`config.mk`:
```
export PLATFORM = sky130hd
export DESIGN_NAME = viterbi_frame_ctrl_flat
export DESIGN_NICKNAME = d
export VERILOG_FILES = /design/src/rtl/viterbi_pkg.sv /design/src/rtl/viterbi_frame_ctrl_if.sv /design/src/rtl/viterbi_ref_delay.sv /design/src/rtl/viterbi_frame_ctrl.sv /design/src/flat_wrapper.sv
export SDC_FILE = /design/constraint.sdc
export NUM_CORES = 1
export LEC_CHECK = 0
export BUFFER_PORTS_ARGS = -buffer_cell sky130_fd_sc_hd__buf_2
export CAP_MARGIN = 20
export CORE_UTILIZATION = 30
export DETAILED_ROUTE_END_ITERATION = 8
export PLACE_DENSITY = 0.55
export SYNTH_ARGS = -nofsm -noshare
export SYNTH_HDL_FRONTEND = slang
export SYNTH_HIERARCHICAL = 1
export SYNTH_SLANG_ARGS = --single-unit
```
`constraint.sdc`:
```
create_clock -name clk -period 4.8 [get_ports clk]
set_input_delay 0.96 -clock clk [delete_from_list [all_inputs] [get_ports clk]]
set_output_delay 0.96 -clock clk [all_outputs]
set_load 0.005 [all_outputs]
```
`src/rtl/viterbi_pkg.sv`:
```
// -----------------------------------------------------------------------------
// viterbi_pkg
// Shared types and constants for the Viterbi link frame sequencer:
//   - frame_state_t : frame sequencer states
//   - ERR_CT_W      : width of the per-frame error / injection counters
//   - MASK_CLEAN / MASK_BOTH : channel XOR mask values for one 2-bit symbol
//   - sat_add       : saturating add used by both counters
// -----------------------------------------------------------------------------
package viterbi_pkg;

    typedef enum logic [2:0] {
        IDLE,
        FEED,
        FLUSH,
        DRAIN,
        DONE
    } frame_state_t;

    localparam int ERR_CT_W = 16;

    localparam logic [1:0] MASK_CLEAN = 2'b00;
    localparam logic [1:0] MASK_BOTH  = 2'b11;

    // Sticks at all-ones instead of wrapping.
    function automatic logic [ERR_CT_W-1:0] sat_add(
        input logic [ERR_CT_W-1:0] a,
        input logic [ERR_CT_W-1:0] b
    );
        logic [ERR_CT_W:0] sum;
        sum = {1'b0, a} + {1'b0, b};
        return sum[ERR_CT_W] ? {ERR_CT_W{1'b1}} : sum[ERR_CT_W-1:0];
    endfunction

endpackage

```
`src/rtl/viterbi_frame_ctrl_if.sv`:
```
// -----------------------------------------------------------------------------
// viterbi_frame_ctrl_if
// Payload bit stream handshake into the frame sequencer.
//   din_valid_i : source has a payload bit
//   din_i       : payload bit
//   din_ready_o : sequencer accepts the bit this cycle
// master = payload source, slave = frame sequencer.
// -----------------------------------------------------------------------------
interface viterbi_frame_ctrl_if;
    logic din_valid_i;
    logic din_i;
    logic din_ready_o;

    modport master (
        output din_valid_i,
        output din_i,
        input  din_ready_o
    );

    modport slave (
        input  din_valid_i,
        input  din_i,
        output din_ready_o
    );
endinterface

```
`src/rtl/viterbi_ref_delay.sv`:
```
// -----------------------------------------------------------------------------
// viterbi_ref_delay
// Fixed-depth shift register, one stage per clock, cleared by reset.
// Used for the channel mask alignment line and the payload reference line.
//   clk  : clock
//   rst  : asynchronous active-low reset
//   din  : value entering the line this cycle
//   dout : value that entered DEPTH clocks ago (din itself when DEPTH is 0)
// -----------------------------------------------------------------------------
module viterbi_ref_delay #(
    parameter int WIDTH = 2,
    parameter int DEPTH = 1
) (
    input  logic             clk,
    input  logic             rst,
    input  logic [WIDTH-1:0] din,
    output logic [WIDTH-1:0] dout
);

    generate
        if (DEPTH == 0) begin : g_bypass
            assign dout = din;
        end else begin : g_line
            logic [WIDTH-1:0] stage_reg [DEPTH];

            always_ff @(posedge clk or negedge rst) begin
                if (!rst) begin
                    for (int i = 0; i < DEPTH; i++) begin
                        stage_reg[i] <= '0;
                    end
                end else begin
                    stage_reg[0] <= din;
                    for (int i = 1; i < DEPTH; i++) begin
                        stage_reg[i] <= stage_reg[i-1];
                    end
                end
            end

            assign dout = stage_reg[DEPTH-1];
        end
    endgenerate

endmodule

```
`src/rtl/viterbi_frame_ctrl.sv`:
```
// -----------------------------------------------------------------------------
// viterbi_frame_ctrl
// Frame sequencer for the encoder -> channel -> Viterbi decoder link.
// Accepts FRAME_LEN payload bits, appends TAIL_LEN zero flush bits, waits for
// the link pipeline to drain, then pulses done_o. Generates the channel error
// mask and counts injected channel bits and wrong decoded payload bits.
//
// Ports:
//   clk, rst      : clock, asynchronous active-low reset
//   start_i       : frame start request (accepted only when idle)
//   err_period_i  : injection period in symbols, 0 = no injection
//   err_burst_i   : corrupted symbols at the start of each period
//   din_if        : payload valid/ready stream (slave side)
//   enc_en_o      : encoder enable
//   enc_d_o       : encoder data
//   err_mask_o    : channel XOR mask, aligned with the encoder output symbol
//   dec_d_i       : decoder output bit
//   busy_o        : frame in progress
//   done_o        : one-cycle end-of-frame pulse
//   bit_err_ct_o  : wrong decoded payload bits, current/last frame
//   inj_ct_o      : corrupted channel bits, current/last frame
// -----------------------------------------------------------------------------
module viterbi_frame_ctrl
    import viterbi_pkg::*;
#(
    parameter int FRAME_LEN = 64,
    parameter int TAIL_LEN  = 8,
    parameter int ENC_LAT   = 1,
    parameter int DEC_LAT   = 32
) (
    input  logic                 clk,
    input  logic                 rst,
    input  logic                 start_i,
    input  logic [7:0]           err_period_i,
    input  logic [3:0]           err_burst_i,
    viterbi_frame_ctrl_if.slave  din_if,
    output logic                 enc_en_o,
    output logic                 enc_d_o,
    output logic [1:0]           err_mask_o,
    input  logic                 dec_d_i,
    output logic                 busy_o,
    output logic                 done_o,
    output logic [ERR_CT_W-1:0]  bit_err_ct_o,
    output logic [ERR_CT_W-1:0]  inj_ct_o
);

    // Payload bit from cycle t meets its decoded copy at t + REF_DEPTH.
    localparam int REF_DEPTH = ENC_LAT + DEC_LAT;

    localparam int MAX_STEP = (FRAME_LEN > TAIL_LEN)
                            ? ((FRAME_LEN > REF_DEPTH) ? FRAME_LEN : REF_DEPTH)
                            : ((TAIL_LEN  > REF_DEPTH) ? TAIL_LEN  : REF_DEPTH);
    localparam int CNT_W    = (MAX_STEP > 1) ? $clog2(MAX_STEP) : 1;

    localparam logic [CNT_W-1:0] FEED_LAST  = CNT_W'(FRAME_LEN - 1);
    localparam logic [CNT_W-1:0] FLUSH_LAST = CNT_W'(TAIL_LEN - 1);
    localparam logic [CNT_W-1:0] DRAIN_LAST = CNT_W'(REF_DEPTH - 1);

    frame_state_t       state_reg;
    logic [CNT_W-1:0]   step_reg;
    logic               ready_reg;
    logic               flush_reg;
    logic               busy_reg;
    logic               done_reg;
    logic [7:0]         period_reg;
    logic [3:0]         burst_reg;
    logic [7:0]         phase_reg;
    logic [ERR_CT_W-1:0] bit_err_reg;
    logic [ERR_CT_W-1:0] inj_reg;

    logic               xfer;
    logic               start_ok;
    logic               corrupt;
    logic [1:0]         mask_next;
    logic [1:0]         ref_out;

    // The encoder enable must coincide with the handshake, so it is decoded
    // from the registered ready/flush flags rather than registered itself.
    assign xfer     = ready_reg & din_if.din_valid_i;
    assign start_ok = (state_reg == IDLE) & start_i;
    assign enc_en_o = xfer | flush_reg;
    assign enc_d_o  = xfer & din_if.din_i;

    assign din_if.din_ready_o = ready_reg;
    assign busy_o             = busy_reg;
    assign done_o             = done_reg;
    assign bit_err_ct_o       = bit_err_reg;
    assign inj_ct_o           = inj_reg;

    // phase_reg is the symbol index modulo the period; the burst occupies the
    // first err_burst_i positions, so burst >= period corrupts every symbol.
    assign corrupt   = enc_en_o & (period_reg != 8'd0) & (phase_reg < {4'd0, burst_reg});
    assign mask_next = corrupt ? MASK_BOTH : MASK_CLEAN;

    always_ff @(posedge clk or negedge rst) begin
        if (!rst) begin
            state_reg  <= IDLE;
            step_reg   <= '0;
            ready_reg  <= 1'b0;
            flush_reg  <= 1'b0;
            busy_reg   <= 1'b0;
            done_reg   <= 1'b0;
            period_reg <= 8'd0;
            burst_reg  <= 4'd0;
        end else begin
            done_reg <= 1'b0;
            case (state_reg)
                IDLE: begin
                    if (start_i) begin
                        period_reg <= err_period_i;
                        burst_reg  <= err_burst_i;
                        step_reg   <= '0;
                        ready_reg  <= 1'b1;
                        busy_reg   <= 1'b1;
                        state_reg  <= FEED;
                    end
                end
                FEED: begin
                    if (xfer) begin
                        if (step_reg == FEED_LAST) begin
                            step_reg  <= '0;
                            ready_reg <= 1'b0;
                            flush_reg <= 1'b1;
                            state_reg <= FLUSH;
                        end else begin
                            step_reg <= step_reg + CNT_W'(1);
                        end
                    end
                end
                FLUSH: begin
                    if (step_reg == FLUSH_LAST) begin
                        step_reg  <= '0;
                        flush_reg <= 1'b0;
                        state_reg <= DRAIN;
                    end else begin
                        step_reg <= step_reg + CNT_W'(1);
                    end
                end
                DRAIN: begin
                    if (step_reg == DRAIN_LAST) begin
                        step_reg  <= '0;
                        busy_reg  <= 1'b0;
                        done_reg  <= 1'b1;
                        state_reg <= DONE;
                    end else begin
                        step_reg <= step_reg + CNT_W'(1);
                    end
                end
                DONE: begin
                    state_reg <= IDLE;
                end
                default: begin
                    state_reg <= IDLE;
                end
            endcase
        end
    end

    // Injection phase and per-frame counters; cleared on an accepted start and
    // otherwise held once the frame has drained.
    always_ff @(posedge clk or negedge rst) begin
        if (!rst) begin
            phase_reg   <= 8'd0;
            inj_reg     <= '0;
            bit_err_reg <= '0;
        end else if (start_ok) begin
            phase_reg   <= 8'd0;
            inj_reg     <= '0;
            bit_err_reg <= '0;
        end else begin
            if (enc_en_o) begin
                phase_reg <= (phase_reg == period_reg - 8'd1) ? 8'd0 : phase_reg + 8'd1;
            end
            if (corrupt) begin
                inj_reg <= sat_add(inj_reg, ERR_CT_W'(2));
            end
            if (ref_out[1] && (dec_d_i != ref_out[0])) begin
                bit_err_reg <= sat_add(bit_err_reg, ERR_CT_W'(1));
            end
        end
    end

    viterbi_ref_delay #(
        .WIDTH (2),
        .DEPTH (ENC_LAT)
    ) u_mask_delay (
        .clk  (clk),
        .rst  (rst),
        .din  (mask_next),
        .dout (err_mask_o)
    );

    // Entry is {is_payload, bit}; tail and idle cycles enter as non-payload.
    viterbi_ref_delay #(
        .WIDTH (2),
        .DEPTH (REF_DEPTH)
    ) u_ref_delay (
        .clk  (clk),
        .rst  (rst),
        .din  ({xfer, din_if.din_i}),
        .dout (ref_out)
    );

endmodule

```
`src/flat_wrapper.sv`:
```
// flat-port wrapper written by rule: the top's interface ports become plain ports
module viterbi_frame_ctrl_flat import viterbi_pkg::*;
#(
    parameter int FRAME_LEN = 64,
    parameter int TAIL_LEN  = 8,
    parameter int ENC_LAT   = 1,
    parameter int DEC_LAT   = 32
)
  (clk, rst, start_i, err_period_i, err_burst_i, enc_en_o, enc_d_o, err_mask_o, dec_d_i, busy_o, done_o, bit_err_ct_o, inj_ct_o, din_if_din_valid_i, din_if_din_i, din_if_din_ready_o);
  viterbi_frame_ctrl_if din_if_i ();
  input  logic clk;
  input  logic rst;
  input  logic start_i;
  input  logic [7:0] err_period_i;
  input  logic [3:0] err_burst_i;
  output logic enc_en_o;
  output logic enc_d_o;
  output logic [1:0] err_mask_o;
  input  logic dec_d_i;
  output logic busy_o;
  output logic done_o;
  output logic [ERR_CT_W-1:0] bit_err_ct_o;
  output logic [ERR_CT_W-1:0] inj_ct_o;
  input wire logic [$bits(din_if_i.din_valid_i)-1:0] din_if_din_valid_i;
  input wire logic [$bits(din_if_i.din_i)-1:0] din_if_din_i;
  output wire logic [$bits(din_if_i.din_ready_o)-1:0] din_if_din_ready_o;
  assign din_if_i.din_valid_i = din_if_din_valid_i;
  assign din_if_i.din_i = din_if_din_i;
  assign din_if_din_ready_o = din_if_i.din_ready_o;
  viterbi_frame_ctrl #(.FRAME_LEN(FRAME_LEN), .TAIL_LEN(TAIL_LEN), .ENC_LAT(ENC_LAT), .DEC_LAT(DEC_LAT)) u_core (.clk(clk), .rst(rst), .start_i(start_i), .err_period_i(err_period_i), .err_burst_i(err_burst_i), .din_if(din_if_i), .enc_en_o(enc_en_o), .enc_d_o(enc_d_o), .err_mask_o(err_mask_o), .dec_d_i(dec_d_i), .busy_o(busy_o), .done_o(done_o), .bit_err_ct_o(bit_err_ct_o), .inj_ct_o(inj_ct_o));
endmodule
```
==> results.md <==
- CTS tree: done
- Global-route wire length before repair: 19800 um
- Critical Path AT: 1720 ps
- Initial DRC count: 295
- Worst path max stage delay: 350 ps
- CP startpoint kind: input port
- IO Port Bufs: 56
- Post-synth EDFFs: 0
- Syn_area_per_cell: 11.3 um^2
- Cell Int Power: 2030 uW
- Vias: 4012
- Synth cell types: 64
- Net count, final: 575
- Final cycle utilization of the critical path: 55.8%
- Slowest library cell on the worst path: a21oi_2
- DP Area: 0.00602 mm^2
- Share of power burned in the clock network: 52.6%
- CTS sink count: 133
- Overall routing resource usage: 13.7%
- Num CTS Buffers: 17
- Clk Latency, worst-skew pair: 420 ps
- Leakage power: 0.00321 uW
- Max-Cap Viols: 0
- FP Rows: 49
- Sw frac: 21.0%
- H-Tree Depth: 4
- Critical-path maximum fanout: 6
- Worst path required time: 3840 ps
- DRT antenna net count: 0
- Synth async-reset ratio: 100%
- Max transition margin: 41.2%
- Pwr dens: 388 mW/mm^2
- Max FFs per register: 64
- DP HPWL: 7870 um
- Critical path class: in -> out
- DR WL/cell: 15.2 um
- Wirelength, routed: 12000 um
- CTS root buffer: clkbuf_16
- Die Area: 0.0189 mm^2
- Maximum clock path buffer count: 2
- Commonest non-fill, non-tap cell in the layout: dfrtp_1
- Slew @ Worst Pin: 883 ps
- Count of cells resized by post-cts repair: 0
- Largest net degree at the start of global routing: 74
- Critical-path cell list: buf_2 -> a21oi_2 -> inv_2 -> buf_2
- Die width: 138 um
- Hold Fails Final Rpt: 0
- Power share of the combinational group: 2.5%
- Max Fclk: 373 MHz
- Drt via density: 5.09
- Ant. Diodes: 0
- Most used DFF post-synth: dfrtp_1
- IO Pins: 57
- Sequential share of power: 44.9%
- Outcome: finished, final reports clean
- Final Skew: 6.05 ps
- Initial antenna violation count: 0
- Final Critical Period: 2680 ps
- Total core area: 0.0180 mm^2
- CTS clk-pin slew, worst paths: 60 ps
- Unrepaired setup endpoints after global routing: no
- Slew Viols, Final: 0
- Part of the Yosys area used for sequential elements: 60.4%
- Most frequent cells in the layout: dfrtp_1, buf_2, nand2_1, nor2_1
- Synth Warn #: 6
- Buffers inserted by post-CTS timing repair: 0
- Worst hold path class: reg -> reg
- NetSw: 540 uW
- Mapped Area: 0.00551 mm^2
- Final TNS setup: 0 ps
- Hold Buf Count CTS: 0
- Max VDD drop: 0.262 mV
- Initial core utilization: 30.7%
- Synthesized Nets: 515
- Final instance area: 0.00663 mm^2
- Setup violators final: 0
- Gpl congestion: 0.830
- Synth Register Bits: 133
- Area delta synth->final: 20.3%
- Most Frequent Cell on Critical Path: buf_2
- Crit end category: primary output
- TritonRoute pass-1 iters: 4
- GRT overflow: 0
- Synth Instances: 487
- Layout cells sized above 1: 19.1%
- Vias in the first global route: 3926
- Chip height: 138 um
- DRC violations left: 0
## Yosys cell counts (10+ instances only)
| library cell | n | area share [%] |
|---|---|---|
| nor3_1 | 19 | 1.7 |
| xor2_1 | 11 | 1.7 |
| nand3_1 | 16 | 1.5 |
| and3_1 | 21 | 2.4 |
| a31oi_1 | 17 | 1.9 |
| a21oi_1 | 16 | 1.5 |
| o21ai_0 | 21 | 1.9 |
| nor2_1 | 35 | 2.4 |
| ha_1 | 10 | 2.3 |
| nand2_1 | 49 | 3.3 |
| dfrtp_1 | 133 | 60 |
| inv_1 | 13 | 0.89 |
## final cells by class
class | instances | area [um^2]
Clock buffer | 19 | 433
Clock inverter | 12 | 180
Fill cell | 1777 | 11300
Inverter | 14 | 52.6
Multi-Input combinational cell | 321 | 2040
Sequential cell | 133 | 3330
Tap cell | 229 | 287
Timing Repair Buffer | 60 | 313
## per-stage QoR
stage          util, %  total power, uW  hold slack [ps]  setup WS [ps]  instances
2_1_floorplan        -             1200              331           2510        487
5_1_grt           36.9             2670              344           2070        788
6_report          36.9             2570              338           2120        788
3_3_place_gp      33.5             1240              332           2150        756
4_1_cts           36.9             2610              344           2130        788
3_5_place_dp      33.5             1240              335           2130        757
## cells by family after synthesis
kind of cell	share of synthesized area [%]
and+or+nand+nor	18.7
DFF	60.4
AOI/OAI and AO/OA	12.8
buffers and inverters	2.79
xor gates and xnor gates	2.70
adders and majority gates	2.27
muxes	0.386
## layer usage
| metal | GRT usage (%) | vias to the layer above | share of wire [%] |
|---|---|---|---|
| met1 | 18.4 | 1993 | 46 |
| met3 | 4.12 | 16 | 6.2 |
| met5 | 0 | - | 0 |
| met2 | 20.6 | 115 | 46 |
| li1 | - | 1888 | - |
| met4 | 5.74 | 0 | 1.5 |
## critical path: cells and delay by family
kind,cells,cell delay [ps]
buf+inv,3,410
compound gates,1,350
## power by group through the flow
stage | clock network (uW) | logic, uW | registers (uW)
2_1_floorplan | 0 | 28.8 | 1170
6_report | 1350 | 64.6 | 1150
5_1_grt | 1440 | 74.9 | 1160
4_1_cts | 1390 | 66.9 | 1150
3_3_place_gp | 0 | 64.3 | 1170
3_5_place_dp | 0 | 66.5 | 1170
## worst paths after layout
| check | start | to | slack (ps) | depth (start not counted) |
|---|---|---|---|---|
| max | din_if_din_valid_i | enc_en_o | 2120 | 4 |
| min | u_core/u_ref_delay/g_line.stage_reg[17] | u_core/u_ref_delay/g_line.stage_reg[15] | 340 | 0 |
| max reg2reg | u_core/period_reg[0] | u_core/phase_reg[3] | 2570 | 7 |
| min reg2reg | u_core/u_ref_delay/g_line.stage_reg[17] | u_core/u_ref_delay/g_line.stage_reg[15] | 340 | 0 |
| max in group asynchronous | rst | u_core/bit_err_ct_o[10] | 3150 | 2 |
| min in group asynchronous | rst | u_core/step_reg[2] | 650 | 1 |
Note: power is estimated with default switching activity, not from simulation.
